**src/rtl/mem_stage_pkg.sv**
```systemverilog
// Shared definitions for the memory-access stage: FSM state encoding and default widths.
package mem_stage_pkg;

   localparam int ADDR_W_DEF = 32;
   localparam int DATA_W_DEF = 32;
   localparam int REG_W_DEF  = 5;

   typedef enum logic [1:0] {
      IDLE = 2'd0,
      WAIT = 2'd1,
      DONE = 2'd2
   } state_t;

endpackage

```
**src/rtl/mem_stage_if.sv**
```systemverilog
// Request/acknowledge bus between the memory-access stage (master) and the data memory (slave).
interface mem_stage_if
   import mem_stage_pkg::*;
#(
   parameter int ADDR_W = ADDR_W_DEF,
   parameter int DATA_W = DATA_W_DEF
);

   logic              mem_req_o;
   logic              mem_we_o;
   logic [ADDR_W-1:0] mem_addr_o;
   logic [DATA_W-1:0] mem_wdata_o;
   logic              mem_ack_i;
   logic [DATA_W-1:0] mem_rdata_i;

   modport master (
      output mem_req_o, mem_we_o, mem_addr_o, mem_wdata_o,
      input  mem_ack_i, mem_rdata_i
   );

   modport slave (
      input  mem_req_o, mem_we_o, mem_addr_o, mem_wdata_o,
      output mem_ack_i, mem_rdata_i
   );

endinterface

```
**src/rtl/mem_stage_mem_wb_reg.sv**
```systemverilog
// MEM/WB boundary register: captures the stage result, or a bubble that clears the control bits.
module mem_wb_reg
   import mem_stage_pkg::*;
#(
   parameter int ADDR_W = ADDR_W_DEF,
   parameter int DATA_W = DATA_W_DEF,
   parameter int REG_W  = REG_W_DEF
) (
   input  logic              clk_i,
   input  logic              rst_i,
   input  logic              bubble_i,
   input  logic              RegWrite_i,
   input  logic              MemToReg_i,
   input  logic [DATA_W-1:0] ReadData_i,
   input  logic [ADDR_W-1:0] ALUResult_i,
   input  logic [REG_W-1:0]  WriteReg_i,
   output logic              RegWrite_o,
   output logic              MemToReg_o,
   output logic [DATA_W-1:0] ReadData_o,
   output logic [ADDR_W-1:0] ALUResult_o,
   output logic [REG_W-1:0]  WriteReg_o
);

   logic              r_reg_write;
   logic              r_mem_to_reg;
   logic [DATA_W-1:0] r_read_data;
   logic [ADDR_W-1:0] r_alu_result;
   logic [REG_W-1:0]  r_write_reg;

   // A bubble only kills the control bits; the data fields keep their last value.
   always_ff @(posedge clk_i or posedge rst_i) begin
      if (rst_i) begin
         r_reg_write  <= 1'b0;
         r_mem_to_reg <= 1'b0;
         r_read_data  <= '0;
         r_alu_result <= '0;
         r_write_reg  <= '0;
      end else if (bubble_i) begin
         r_reg_write  <= 1'b0;
         r_mem_to_reg <= 1'b0;
      end else begin
         r_reg_write  <= RegWrite_i;
         r_mem_to_reg <= MemToReg_i;
         r_read_data  <= ReadData_i;
         r_alu_result <= ALUResult_i;
         r_write_reg  <= WriteReg_i;
      end
   end

   assign RegWrite_o  = r_reg_write;
   assign MemToReg_o  = r_mem_to_reg;
   assign ReadData_o  = r_read_data;
   assign ALUResult_o = r_alu_result;
   assign WriteReg_o  = r_write_reg;

endmodule

```
**src/rtl/mem_stage.sv**
```systemverilog
// Memory-access pipeline stage: issues loads/stores over a req/ack bus and stalls upstream meanwhile.
// Optional macro MEM_ALIGN_CHECK_EN: misaligned accesses are dropped and flagged on misalign_o.
module mem_stage
   import mem_stage_pkg::*;
#(
   parameter int ADDR_W = ADDR_W_DEF,
   parameter int DATA_W = DATA_W_DEF,
   parameter int REG_W  = REG_W_DEF
) (
   input  logic              clk_i,
   input  logic              rst_i,
   input  logic [ADDR_W-1:0] ALUResult_i,
   input  logic [DATA_W-1:0] WriteData_i,
   input  logic [REG_W-1:0]  WriteReg_i,
   input  logic              RegWrite_i,
   input  logic              MemToReg_i,
   input  logic              MemRead_i,
   input  logic              MemWrite_i,
   mem_stage_if.master       mem_bus,
   output logic              stall_o,
   output logic              RegWrite_o,
   output logic              MemToReg_o,
   output logic [DATA_W-1:0] ReadData_o,
   output logic [ADDR_W-1:0] ALUResult_o,
   output logic [REG_W-1:0]  WriteReg_o,
   output logic              misalign_o
);

   state_t            r_state;
   logic              r_mem_req;
   logic              r_mem_we;
   logic [ADDR_W-1:0] r_mem_addr;
   logic [DATA_W-1:0] r_mem_wdata;
   logic [DATA_W-1:0] r_hold;

   logic              w_op;
   logic              w_misalign;
   logic              w_issue;
   logic              w_wb_bubble;
   logic              w_wb_reg_write;
   logic [DATA_W-1:0] w_wb_read_data;

   assign w_op = MemRead_i | MemWrite_i;

`ifdef MEM_ALIGN_CHECK_EN
   assign w_misalign = w_op && (ALUResult_i[1:0] != 2'b00);
`else
   assign w_misalign = 1'b0;
`endif

   assign w_issue        = w_op && !w_misalign;
   assign w_wb_reg_write = RegWrite_i & ~w_misalign;

   always_comb begin
      stall_o        = 1'b0;
      w_wb_bubble    = 1'b1;
      w_wb_read_data = '0;
      case (r_state)
         IDLE: begin
            stall_o     = w_issue;
            w_wb_bubble = w_issue;
         end
         WAIT: stall_o = 1'b1;
         DONE: begin
            w_wb_bubble    = 1'b0;
            w_wb_read_data = r_hold;
         end
         default: ;
      endcase
      // Reset abandons any access, so upstream must not stay frozen while it is held.
      if (rst_i) stall_o = 1'b0;
   end

   always_ff @(posedge clk_i or posedge rst_i) begin
      if (rst_i) begin
         r_state     <= IDLE;
         r_mem_req   <= 1'b0;
         r_mem_we    <= 1'b0;
         r_mem_addr  <= '0;
         r_mem_wdata <= '0;
         r_hold      <= '0;
      end else begin
         case (r_state)
            IDLE: begin
               if (w_issue) begin
                  r_mem_req   <= 1'b1;
                  r_mem_we    <= MemWrite_i;
                  r_mem_addr  <= ALUResult_i;
                  r_mem_wdata <= WriteData_i;
                  r_state     <= WAIT;
               end
            end
            WAIT: begin
               if (mem_bus.mem_ack_i) begin
                  r_hold    <= r_mem_we ? '0 : mem_bus.mem_rdata_i;
                  r_mem_req <= 1'b0;
                  r_state   <= DONE;
               end
            end
            // Upstream was frozen, so the op still on the inputs retires here without reissue.
            DONE:    r_state <= IDLE;
            default: r_state <= IDLE;
         endcase
      end
   end

`ifdef MEM_ALIGN_CHECK_EN
   logic r_misalign;

   always_ff @(posedge clk_i or posedge rst_i) begin
      if (rst_i) begin
         r_misalign <= 1'b0;
      end else begin
         r_misalign <= (r_state == IDLE) && w_misalign;
      end
   end

   assign misalign_o = r_misalign;
`else
   assign misalign_o = 1'b0;
`endif

   assign mem_bus.mem_req_o   = r_mem_req;
   assign mem_bus.mem_we_o    = r_mem_we;
   assign mem_bus.mem_addr_o  = r_mem_addr;
   assign mem_bus.mem_wdata_o = r_mem_wdata;

   mem_wb_reg #(
      .ADDR_W (ADDR_W),
      .DATA_W (DATA_W),
      .REG_W  (REG_W)
   ) u_mem_wb (
      .clk_i       (clk_i),
      .rst_i       (rst_i),
      .bubble_i    (w_wb_bubble),
      .RegWrite_i  (w_wb_reg_write),
      .MemToReg_i  (MemToReg_i),
      .ReadData_i  (w_wb_read_data),
      .ALUResult_i (ALUResult_i),
      .WriteReg_i  (WriteReg_i),
      .RegWrite_o  (RegWrite_o),
      .MemToReg_o  (MemToReg_o),
      .ReadData_o  (ReadData_o),
      .ALUResult_o (ALUResult_o),
      .WriteReg_o  (WriteReg_o)
   );

endmodule

```
**src/flat_wrapper.sv**
```systemverilog
// flat-port wrapper written by rule: the top's interface ports become plain ports
module mem_stage_flat import mem_stage_pkg::*;
#(
   parameter int ADDR_W = ADDR_W_DEF,
   parameter int DATA_W = DATA_W_DEF,
   parameter int REG_W  = REG_W_DEF
)
  (clk_i, rst_i, ALUResult_i, WriteData_i, WriteReg_i, RegWrite_i, MemToReg_i, MemRead_i, MemWrite_i, stall_o, RegWrite_o, MemToReg_o, ReadData_o, ALUResult_o, WriteReg_o, misalign_o, mem_bus_mem_req_o, mem_bus_mem_we_o, mem_bus_mem_addr_o, mem_bus_mem_wdata_o, mem_bus_mem_ack_i, mem_bus_mem_rdata_i);
  mem_stage_if #(.ADDR_W(ADDR_W), .DATA_W(DATA_W)) mem_bus_i ();
  input  logic clk_i;
  input  logic rst_i;
  input  logic [ADDR_W-1:0] ALUResult_i;
  input  logic [DATA_W-1:0] WriteData_i;
  input  logic [REG_W-1:0] WriteReg_i;
  input  logic RegWrite_i;
  input  logic MemToReg_i;
  input  logic MemRead_i;
  input  logic MemWrite_i;
  output logic stall_o;
  output logic RegWrite_o;
  output logic MemToReg_o;
  output logic [DATA_W-1:0] ReadData_o;
  output logic [ADDR_W-1:0] ALUResult_o;
  output logic [REG_W-1:0] WriteReg_o;
  output logic misalign_o;
  output wire logic [$bits(mem_bus_i.mem_req_o)-1:0] mem_bus_mem_req_o;
  output wire logic [$bits(mem_bus_i.mem_we_o)-1:0] mem_bus_mem_we_o;
  output wire logic [$bits(mem_bus_i.mem_addr_o)-1:0] mem_bus_mem_addr_o;
  output wire logic [$bits(mem_bus_i.mem_wdata_o)-1:0] mem_bus_mem_wdata_o;
  input wire logic [$bits(mem_bus_i.mem_ack_i)-1:0] mem_bus_mem_ack_i;
  input wire logic [$bits(mem_bus_i.mem_rdata_i)-1:0] mem_bus_mem_rdata_i;
  assign mem_bus_mem_req_o = mem_bus_i.mem_req_o;
  assign mem_bus_mem_we_o = mem_bus_i.mem_we_o;
  assign mem_bus_mem_addr_o = mem_bus_i.mem_addr_o;
  assign mem_bus_mem_wdata_o = mem_bus_i.mem_wdata_o;
  assign mem_bus_i.mem_ack_i = mem_bus_mem_ack_i;
  assign mem_bus_i.mem_rdata_i = mem_bus_mem_rdata_i;
  mem_stage #(.ADDR_W(ADDR_W), .DATA_W(DATA_W), .REG_W(REG_W)) u_core (.clk_i(clk_i), .rst_i(rst_i), .ALUResult_i(ALUResult_i), .WriteData_i(WriteData_i), .WriteReg_i(WriteReg_i), .RegWrite_i(RegWrite_i), .MemToReg_i(MemToReg_i), .MemRead_i(MemRead_i), .MemWrite_i(MemWrite_i), .mem_bus(mem_bus_i), .stall_o(stall_o), .RegWrite_o(RegWrite_o), .MemToReg_o(MemToReg_o), .ReadData_o(ReadData_o), .ALUResult_o(ALUResult_o), .WriteReg_o(WriteReg_o), .misalign_o(misalign_o));
endmodule
```
**config.mk**
```make
export PLATFORM = sky130hd
export DESIGN_NAME = mem_stage_flat
export DESIGN_NICKNAME = d
export VERILOG_FILES = /design/src/rtl/mem_stage_pkg.sv /design/src/rtl/mem_stage_if.sv /design/src/rtl/mem_stage_mem_wb_reg.sv /design/src/rtl/mem_stage.sv /design/src/flat_wrapper.sv
export SDC_FILE = /design/constraint.sdc
export NUM_CORES = 1
export LEC_CHECK = 0
export CORE_MARGIN = 2
export CORE_UTILIZATION = 40
export CTS_CLUSTER_SIZE = 40
export DETAILED_ROUTE_END_ITERATION = 10
export MAX_ROUTING_LAYER = met4
export PLACE_DENSITY = 0.8
export SETUP_SLACK_MARGIN = 0.15
export SLEW_MARGIN = 20
export SYNTH_ARGS = -nofsm -noshare
export SYNTH_HDL_FRONTEND = slang
export SYNTH_SLANG_ARGS = --single-unit
```
**constraint.sdc**
```tcl
create_clock -name clk_i -period 12.35 [get_ports clk_i]
set_clock_uncertainty 0.05 [all_clocks]
set_input_delay 2.47 -clock clk_i [delete_from_list [all_inputs] [get_ports clk_i]]
set_output_delay 2.47 -clock clk_i [all_outputs]
set_load 0.02 [all_outputs]
```
Word level (Yosys, flattened, before mapping) --
Index checks and enable logic that the tools add are counted.
Storage, ports and cells: logic and storage cells 35, bits of input ports 108, bits in registers 171
Cells by class: bitwise operators 1, eq/ne operators 4, muxes and demuxes 13, reductions and logical operators 6
Operators by type and width (count):
- two-way mux 32 bit | 2
- case mux 1 bit (2 select lines) | 3
- AND reduction 2 bit | 3
- two-way mux 1 bit | 5
- two-way mux 2 bit | 2
- case mux 2 bit (2 select lines) | 1
- AND reduction 3 bit | 1
- == test 2 x 1 -> 1 bit, second input constant | 1
- == test 2 bit, second input constant | 1
- zero test 2 bit | 1
- inequality test 2 x 1 -> 1 bit, second input constant | 1
- inequality test 2 bit, second input constant | 1
- nonzero test 2 bit | 1
- bitwise OR 1 bit | 1

Depth between registers and ports, before layout --
Gate-level depths: netlist of the first run.
word-level depth 3, mapped depth 6

Modules after synthesis --
Synthesis of the first run repeated with hierarchy kept, for this count alone.
Unflattened totals: cell total of the unflattened synthesis 483, area total of the unflattened synthesis 7364.6 um^2
By module, submodules not included:
- mem_stage | area each 4393.0 um^2, times used 1, cells an instance 332
- mem_wb_reg | area each 2971.6 um^2, times used 1, cells an instance 151

Least setup slack after synthesis of the first run --
OpenSTA, ideal clock, no wires.
kind in2out, start point input port MemWrite_i, end point output port stall_o, stages 2, slack 6.854 ns, data required time 9.830 ns, path buffers 0, data arrival time 2.976 ns, cell sequence nor3_1 > nor3_1
On the way: word-level cells in the longest chain between the ends 3
RTL lines:
- start, declared | line flat_wrapper.sv:18 | input logic MemWrite_i;
- bitwise OR 1 bit | line mem_stage.sv:43 | assign w_op = MemRead_i | MemWrite_i;
- case mux 1 bit (2 select lines) | line mem_stage.sv:58 | case (r_state)
- two-way mux 1 bit | line mem_stage.sv:71 | if (rst_i) stall_o = 1'b0;
- end, declared | line flat_wrapper.sv:19 | output logic stall_o;
No other way between the ends.

Worst setup path in the final report of the first run --
Same ends and word-level chain as after synthesis.

==> impl_metrics.toml, run 1 <==
[sta]
tightest_slew_ns = 0.942
setup_ws_ns = 5.91
slew_violations = 0
setup_tns_ns = 0
hold_violations = 0
hold_ws_ns = 0.430
slew_headroom_pct = 37.2
setup_viol = 0
max_freq_mhz = 155
min_period_ns = 6.44
post-route-period-util_pct = 52.2
rsz0062_at_grt = "no"

[grt]
grt_pass1_vias = 4644
grt_start_max_net_pins = 90
grt_usage_pct = 18.8
grt_overflow = 0
grt_pass1_wl_um = 23900
antenna_found_initial = 0

[cells_and_area]
fill_cells = 1241
stdcell_count = 919
nets = 798
diodes = 0
design_area_mm2 = 0.00967
synthToLayoutAreaGrowth_pct = 49.6
drive_gt1_share_pct = 18.1
utilization_pct = 61.1

[logic_synthesis]
synth.distinct_cells = 23
synth_warnings = 0
synth_area_mm2 = 0.00646
syn_nets = 558
ys_ff_latch = 171
syn_inst = 450
synth.avg_cell_area_um2 = 14.4
synth_seq_area_share_pct = 66.2

[detailed_routing]
dr.pass1.iters = 7
drcViolationCount = 0
vias = 4429
drtIter0Drc = 196
vias_per_cell = 4.82
drt-total-wl_um = 15600
avgRoutedWirePerCell_um = 17.0
ant_nets = 0

[cts]
cts_buffers = 17
clockBufferDepth = 2
clkSinkCount = 171
clk_latency_ns = 0.42
postCtsSetupBuffers = 0
clk_pin_slew_worst_paths_ns = 0.06
htree_num_levels = 4
cts_tree = "done"
cts_resized = 0
hold_buffers = 0
root_buffer = "clkbuf_16"

[die]
die_y_um = 131
dieArea_mm2 = 0.0172
ios = 247
std_cell_rows = 46
initial_core_util_pct = 40.8
coreArea_mm2 = 0.0158
die_w_um = 131

[placement]
place_congestion = 0.795
dp.cells = 887
dp_hpwl_um = 11100
io_buffers = 245
post-place-ws_ns = 5.93
place_area_mm2 = 0.00907

[flow_run]
drv_cap = 0

[power_and_ir_drop]
ir_drop_uv = 121
p_per_area_mw_per_mm2 = 273
power_mw = 2.64
leakage_nw = 4.11

[status]
status = "finished, final reports clean"

[setup_path]
cp-end-kind = "output pin"
worstSetupPathType = "in -> out"
critical_path_arrival_ns = 3.92
path_max_fanout = 4
start_kind = "input port"
worstPathRequired_ns = 9.83

[min_path]
worstHoldPathType = "reg -> reg"
[flip-flops by register name, indices dropped and copies added, names as in the netlist]
name	flops
u_core.mem_bus.mem_addr_o	32
u_core.mem_bus.mem_wdata_o	32
u_core.r_hold	32
u_core.u_mem_wb.ALUResult_o	32
u_core.u_mem_wb.ReadData_o	32
u_core.u_mem_wb.WriteReg_o	5
u_core.r_state	2
u_core.mem_bus.mem_req_o	1
u_core.mem_bus.mem_we_o	1
u_core.u_mem_wb.MemToReg_o	1
u_core.u_mem_wb.RegWrite_o	1
[placed cells by master, fill, tap and decap left out, types with 2 or more instances in the layout]
| cell type | Yosys | layout |
|---|---|---|
| clkinv_4 | 0 | 2 |
| and2_1 | 2 | 2 |
| mux2_1 | 14 | 14 |
| clkbuf_16 | 0 | 17 |
| nor2_1 | 3 | 3 |
| a22o_1 | 33 | 33 |
| dfrtp_1 | 171 | 171 |
| clkbuf_8 | 0 | 2 |
| mux2_2 | 87 | 87 |
| nor3_1 | 2 | 2 |
| clkdlybuf4s50_1 | 0 | 245 |
| clkinvlp_4 | 0 | 3 |
| inv_6 | 0 | 4 |
| inv_1 | 3 | 2 |
| nand2b_1 | 32 | 32 |
| o21ai_0 | 33 | 33 |
| bufinv_16 | 0 | 2 |
| clkinv_2 | 0 | 2 |
| buf_4 | 1 | 4 |
| nand2_1 | 33 | 33 |
[Yosys cell counts]
cell type / instances / area (µm²)
mux2_1: 14 / 158
buf_2: 6 / 30.0
clkbuf_1: 16 / 60.1
mux2_2: 87 / 980
nor3_1: 2 / 10.0
o21ba_1: 1 / 10.0
nor2b_1: 1 / 6.26
nand2_1: 33 / 124
a21oi_1: 1 / 5.00
dfrtp_1: 171 / 4280
inv_1: 3 / 11.3
a211oi_1: 1 / 7.51
o21ai_2: 1 / 8.76
o21ai_0: 33 / 165
nor2_1: 3 / 11.3
nand3b_1: 1 / 7.51
conb_1: 1 / 3.75
a22o_1: 33 / 289
buf_6: 6 / 67.6
and2_1: 2 / 12.5
buf_4: 1 / 7.51
nand2b_1: 32 / 200
or2_1: 1 / 6.26
[worst max-delay path: stages]
cell	delay (ns)
clkdlybuf4s50_1	0.57
nor3_1	0.10
nor3_1	0.14
clkdlybuf4s50_1	0.64
[report_power, final]
group,total (mW),leakage [nW],internal (mW),switching [mW]
Clock,0.528,0.283,0.310,0.218
Sequential,0.980,2.11,0.824,0.157
Combinational,1.13,1.72,0.597,0.535
[final cells by class]
cell class              count  area (µm²)  share of cell area [%]
well taps                 216         270                    2.80
clock inverters            12         136                    1.41
flip-flops and latches    171        4280                    44.3
clock buffers              20         457                    4.72
multi-input cells         247        2010                    20.8
repair buffers            250        2490                    25.8
inverters                   3        16.3                   0.168
[layer usage]
metal	vias to the layer above	GRT usage, %	wire [µm]
li1	2036	-	-
met1	2197	22.4	6200
met2	175	30.1	7870
met3	21	6.33	1310
met4	0	6.45	258
met5	-	-	0
[final timing paths]
| kind | slack (ns) | to | start | cells past startpoint |
|---|---|---|---|---|
| setup / recovery | 5.91 | stall_o | MemWrite_i | 4 |
| setup reg to reg | 9.76 | u_core.u_mem_wb.ALUResult_o[28]$_DFFE_PP0N_ | u_core.r_state[1]$_DFFE_PP0P_ | 4 |
| hold / removal | 0.43 | u_core.r_hold[22]$_DFFE_PP0P_ | u_core.r_hold[22]$_DFFE_PP0P_ | 2 |
| hold reg to reg | 0.43 | u_core.r_hold[22]$_DFFE_PP0P_ | u_core.r_hold[22]$_DFFE_PP0P_ | 2 |
| min in group asynchronous | 2.52 | u_core.r_state[0]$_DFFE_PP0P_ | rst_i | 2 |
| max in group asynchronous | 8.43 | u_core.r_hold[22]$_DFFE_PP0P_ | rst_i | 3 |
[kinds of logic (layout without fill, tap and decap cells)]
kind of cell | after synthesis | in the layout | synth area share, %
simple gates | 75 | 75 | 5.85
other cells | 1 | 1 | 0.0581
buf+inv | 32 | 285 | 2.73
mux | 101 | 101 | 17.6
compound gates | 70 | 70 | 7.52
flops | 171 | 171 | 66.2
Note: power is estimated with default switching activity, not from simulation.
==> inputs of run 2 (changes only) <==
--- a/config.mk
+++ b/config.mk
@@ -10,7 +10,7 @@
 export CTS_CLUSTER_SIZE = 40
 export DETAILED_ROUTE_END_ITERATION = 10
 export MAX_ROUTING_LAYER = met4
-export PLACE_DENSITY = 0.8
+export PLACE_DENSITY = 0.83
 export SETUP_SLACK_MARGIN = 0.15
 export SLEW_MARGIN = 20
 export SYNTH_ARGS = -nofsm -noshare
==> constraint.sdc (replaced) <==
create_clock -name clk_i -period 5.3 [get_ports clk_i]
set_clock_uncertainty 0.05 [all_clocks]
set_input_delay 1.06 -clock clk_i [delete_from_list [all_inputs] [get_ports clk_i]]
set_output_delay 1.06 -clock clk_i [all_outputs]
set_load 0.02 [all_outputs]
==> impl_metrics.toml, run 2 (synthesis gave the netlist of run 1 again) <==
[die]
die_w_um = 131
std_cell_rows = 46
initial_core_util_pct = 40.8
coreArea_mm2 = 0.0158
die_y_um = 131
dieArea_mm2 = 0.0172
ios = 247

[status]
status = "finished, final reports clean"

[sta]
tightest_slew_ns = 0.900
hold_ws_ns = 0.432
slew_headroom_pct = 40.0
hold_violations = 0
post-route-period-util_pct = 68.5
setup_tns_ns = 0
setup_ws_ns = 1.67
rsz0062_at_grt = "no"
slew_violations = 0
min_period_ns = 3.63
setup_viol = 0
max_freq_mhz = 275

[cts]
cts_buffers = 17
cts_tree = "done"
postCtsSetupBuffers = 0
cts_resized = 0
htree_num_levels = 4
clkSinkCount = 171
clk_pin_slew_worst_paths_ns = 0.06
clockBufferDepth = 2
clk_latency_ns = 0.42
root_buffer = "clkbuf_16"
hold_buffers = 0

[setup_path]
slowest_delay_ns = 0.64
worstPathRequired_ns = 4.19
worstSetupPathType = "in -> out"
path_max_fanout = 4
critical_path.top_delay_family = "buffers and inverters"
critical_path_arrival_ns = 2.52
start_kind = "input port"
worst_path_max_delay_cell = "clkdlybuf4s50_1"
path_buf_inv = 2
reg2reg_from = "u_core.r_state[1]$_DFFE_PP0P_"
timing.rr.end = "u_core.u_mem_wb.ALUResult_o[16]$_DFFE_PP0N_"
path_cells = "clkdlybuf4s50_1, nor3_1, nor3_1, clkdlybuf4s50_1"
cp-end-kind = "output pin"
ff2ff_path_depth = 4
r2r_slack_ns = 2.99

[detailed_routing]
drtIter0Drc = 113
avgRoutedWirePerCell_um = 17.1
vias_per_cell = 4.80
ant_nets = 0
drt-total-wl_um = 15800
drcViolationCount = 0
dr.pass1.iters = 4
vias = 4409

[power_and_ir_drop]
p_per_area_mw_per_mm2 = 638
leakage_nw = 4.10
ir_drop_uv = 336
power_mw = 6.18

[cells_and_area]
fill_cells = 1202
drive_gt1_share_pct = 18.1
stdcell_count = 919
nets = 798
synthToLayoutAreaGrowth_pct = 49.9
final_cell_mix = "clkdlybuf4s50_1 (245), dfrtp_1 (171), mux2_2 (87)"
diodes = 0
final_common_cell = "clkdlybuf4s50_1"

[grt]
grt_pass1_wl_um = 24100
antenna_found_initial = 0
grt_usage_pct = 18.9
grt_pass1_vias = 4707
grt_start_max_net_pins = 172
grt_overflow = 0

[min_path]
whs_endpoint = "u_core.r_hold[15]$_DFFE_PP0P_"
worstHoldPathType = "reg -> reg"
hp-start = "u_core.r_hold[15]$_DFFE_PP0P_"
min_path_cells = 2

[placement]
dp.cells = 887
dp_hpwl_um = 11200
place_congestion = 0.776
io_buffers = 245
post-place-ws_ns = 1.53

[flow_run]
drv_cap = 0
-- run 2: changes by cell type in the layout (fill, tap and decap cells not counted), sizes merged --
| cell | before | now |
|---|---|---|
| clkbuf | 20 | 21 |
| clkinvlp | 3 | 7 |
| inv | 6 | 5 |
| clkinv | 4 | 0 |
-- run 2: cell type report --
type                       instances  area [µm²]  area share, %
inverter                           3        15.0          0.155
tap                              216         270           2.79
multi-input combinational        247        2020           20.8
clock inverter                    11         131           1.36
clock buffer                      21         470           4.86
timing repair buffer             250        2500           25.8
sequential                       171        4280           44.2
-- run 2: metrics by stage --
step / utilization (%) / cell area [µm²]
4_1_cts: 61.2 / 9680
3_5_place_dp: 57.4 / 9080
5_1_grt: 61.2 / 9690
2_1_floorplan: - / 6460
6_report: 61.2 / 9690
3_3_place_gp: 57.4 / 9080
-- run 2: worst max path at each step --
stage	from	endpoint	slack [ns]	cells after the start
floorplan	rst_i	u_core.mem_bus.mem_addr_o[0]$_DFFE_PP0P_	2.01	1
global placement	MemWrite_i	u_core.u_mem_wb.ALUResult_o[15]$_DFFE_PP0N_	1.63	5
detailed placement	MemWrite_i	u_core.u_mem_wb.ALUResult_o[16]$_DFFE_PP0N_	1.53	5
CTS	MemWrite_i	stall_o	1.66	4
global route	MemWrite_i	stall_o	1.58	4
finish	MemWrite_i	stall_o	1.67	4
-- run 2: tightest hold or removal path, stage by stage (launching register included) --
cell and delay [ns]:
dfrtp_1 0.34, nand2_1 0.05, o21ai_0 0.06
-- run 2: layer usage --
layer / track usage (%) / vias up / wire [µm]
met5: - / - / 0
met4: 5.94 / 0 / 204
met3: 5.84 / 18 / 1230
met2: 31.5 / 166 / 7880
met1: 22.0 / 2190 / 6440
li1: - / 2035 / -
-- run 2: report_power, final --
| group | leakage, nW | internal, mW | switching (mW) |
|---|---|---|---|
| Combinational | 1.72 | 1.39 | 1.24 |
| Clock | 0.275 | 0.736 | 0.511 |
| Sequential | 2.11 | 1.92 | 0.383 |
==> inputs of run 3 (changes only) <==
==> constraint.sdc (replaced) <==
create_clock -name clk_i -period 3.2 [get_ports clk_i]
set_clock_uncertainty 0.05 [all_clocks]
set_input_delay 0.64 -clock clk_i [delete_from_list [all_inputs] [get_ports clk_i]]
set_output_delay 0.64 -clock clk_i [all_outputs]
set_load 0.02 [all_outputs]
==> impl_metrics.toml, run 3 (synthesis gave the netlist of run 1 again) <==
[status]
status = "finished, final reports clean"

[power_and_ir_drop]
p_sw_mw = 3.51
sequentialPowerShare_pct = 36.5
p_comb_share_pct = 43.2
leakage_nw = 4.16
power_mw = 10.3
p_per_area_mw_per_mm2 = 1050
p_int_mw = 6.78
ir_drop_uv = 535
p_clk_share_pct = 20.2
switching_share_pct = 34.1

[grt]
grt_pass1_wl_um = 24700
grt_start_max_net_pins = 70
antenna_found_initial = 0
grt_usage_pct = 19.4
grt_overflow = 0
grt_pass1_vias = 4806

[sta]
tightest_slew_ns = 0.716
setup_ws_ns = 0.394
slew_headroom_pct = 52.1
hold_violations = 0
setup_viol = 0
post-route-period-util_pct = 87.7
max_freq_mhz = 356
rsz0062_at_grt = "no"
slew_violations = 0
setup_tns_ns = 0
min_period_ns = 2.81

[detailed_routing]
vias_per_cell = 4.83
avgRoutedWirePerCell_um = 17.4
ant_nets = 0
drt-total-wl_um = 16200
drcViolationCount = 0
dr.pass1.iters = 4
vias = 4485
drtIter0Drc = 163

[cts]
clkSinkCount = 171
clk_latency_ns = 0.41
root_buffer = "clkbuf_16"
postCtsSetupBuffers = 0
htree_num_levels = 4
cts_tree = "done"
hold_buffers = 0
clockBufferDepth = 2
cts_buffers = 17
clk_pin_slew_worst_paths_ns = 0.06
cts_resized = 0

[die]
ios = 247
std_cell_rows = 46
dieArea_mm2 = 0.0172
die_y_um = 131
die_w_um = 131
initial_core_util_pct = 40.8
coreArea_mm2 = 0.0158

[setup_path]
start_kind = "input port"
worstSetupPathType = "in -> out"
critical_path_arrival_ns = 2.12
worstPathRequired_ns = 2.51
cp-end-kind = "output pin"
path_max_fanout = 4

[placement]
post-place-ws_ns = 0.377
io_buffers = 245
dp_hpwl_um = 11700
place_congestion = 0.779

[cells_and_area]
regArea_mm2 = 0.00428
synthToLayoutAreaGrowth_pct = 51.4
nets = 807
multi_input_area_mm2 = 0.00201
diodes = 0
fill_cells = 1181
final_common_cell = "clkdlybuf4s50_1"
drive_gt1_share_pct = 18.7
final_cell_mix = "clkdlybuf4s50_1 (245), dfrtp_1 (171), mux2_2 (87)"

[min_path]
worstHoldPathType = "reg -> reg"

[flow_run]
drv_cap = 0
==> run 3: cell types whose count changed in the layout (fill, tap and decap cells not counted), sizes merged <==
cell      before  now
buf            5   14
clkinvlp       7    3
clkinv         0    3
clkbuf        21   23
inv            5    3
bufinv         2    3
==> run 3: routing by layer <==
metal / track usage, % / wire, µm
met1: 22.7 / 6510
met2: 33.0 / 8310
met3: 5.07 / 1180
met4: 5.88 / 189
met5: - / 0
==> run 3: path summary, 6_finish.rpt <==
kind	from	to	slack, ns	cells after the start
min	u_core.r_hold[28]$_DFFE_PP0P_	u_core.r_hold[28]$_DFFE_PP0P_	0.43	2
min reg2reg	u_core.r_hold[28]$_DFFE_PP0P_	u_core.r_hold[28]$_DFFE_PP0P_	0.43	2
max in group asynchronous	rst_i	u_core.mem_bus.mem_addr_o[12]$_DFFE_PP0P_	1.74	3
max reg2reg	u_core.r_state[0]$_DFFE_PP0P_	u_core.mem_bus.mem_addr_o[13]$_DFFE_PP0P_	1.29	4
min in group asynchronous	rst_i	u_core.mem_bus.mem_req_o$_DFFE_PP0P_	0.69	2
max	MemWrite_i	stall_o	0.39	4
==> run 3: worst max-delay path, cell delays in order <==
cell             delay (ns)
clkdlybuf4s50_1        0.58
nor3_1                 0.10
nor3_1                 0.16
clkdlybuf4s50_1        0.64
==> run 3: power by group through the flow <==
stage / sequential [mW] / clock, mW / combinational (mW)
global placement: 3.71 / 0 / 4.36
finish: 3.76 / 2.08 / 4.45
detailed placement: 3.78 / 0 / 4.49
CTS: 3.76 / 2.14 / 4.51
floorplan: 4.72 / 0 / 1.27
global route: 3.88 / 2.23 / 4.73
==> run 3: final cells by class <==
cell class                      count  area share, %
Timing Repair Buffer              259           26.5
Tap cell                          216           2.76
Multi-Input combinational cell    247           20.6
Sequential cell                   171           43.8
Clock inverter                      9           1.39
Clock buffer                       23           4.79
Inverter                            3          0.154
==> run 3: metrics by stage <==
step	instance area (µm²)	hold WS, ns	cells	utilization, %
2_1_floorplan	6460	0.401	450	-
3_3_place_gp	9170	0.412	896	58.0
3_5_place_dp	9170	0.422	896	58.0
4_1_cts	9780	0.436	928	61.8
5_1_grt	9780	0.460	928	61.8
6_report	9780	0.432	928	61.8
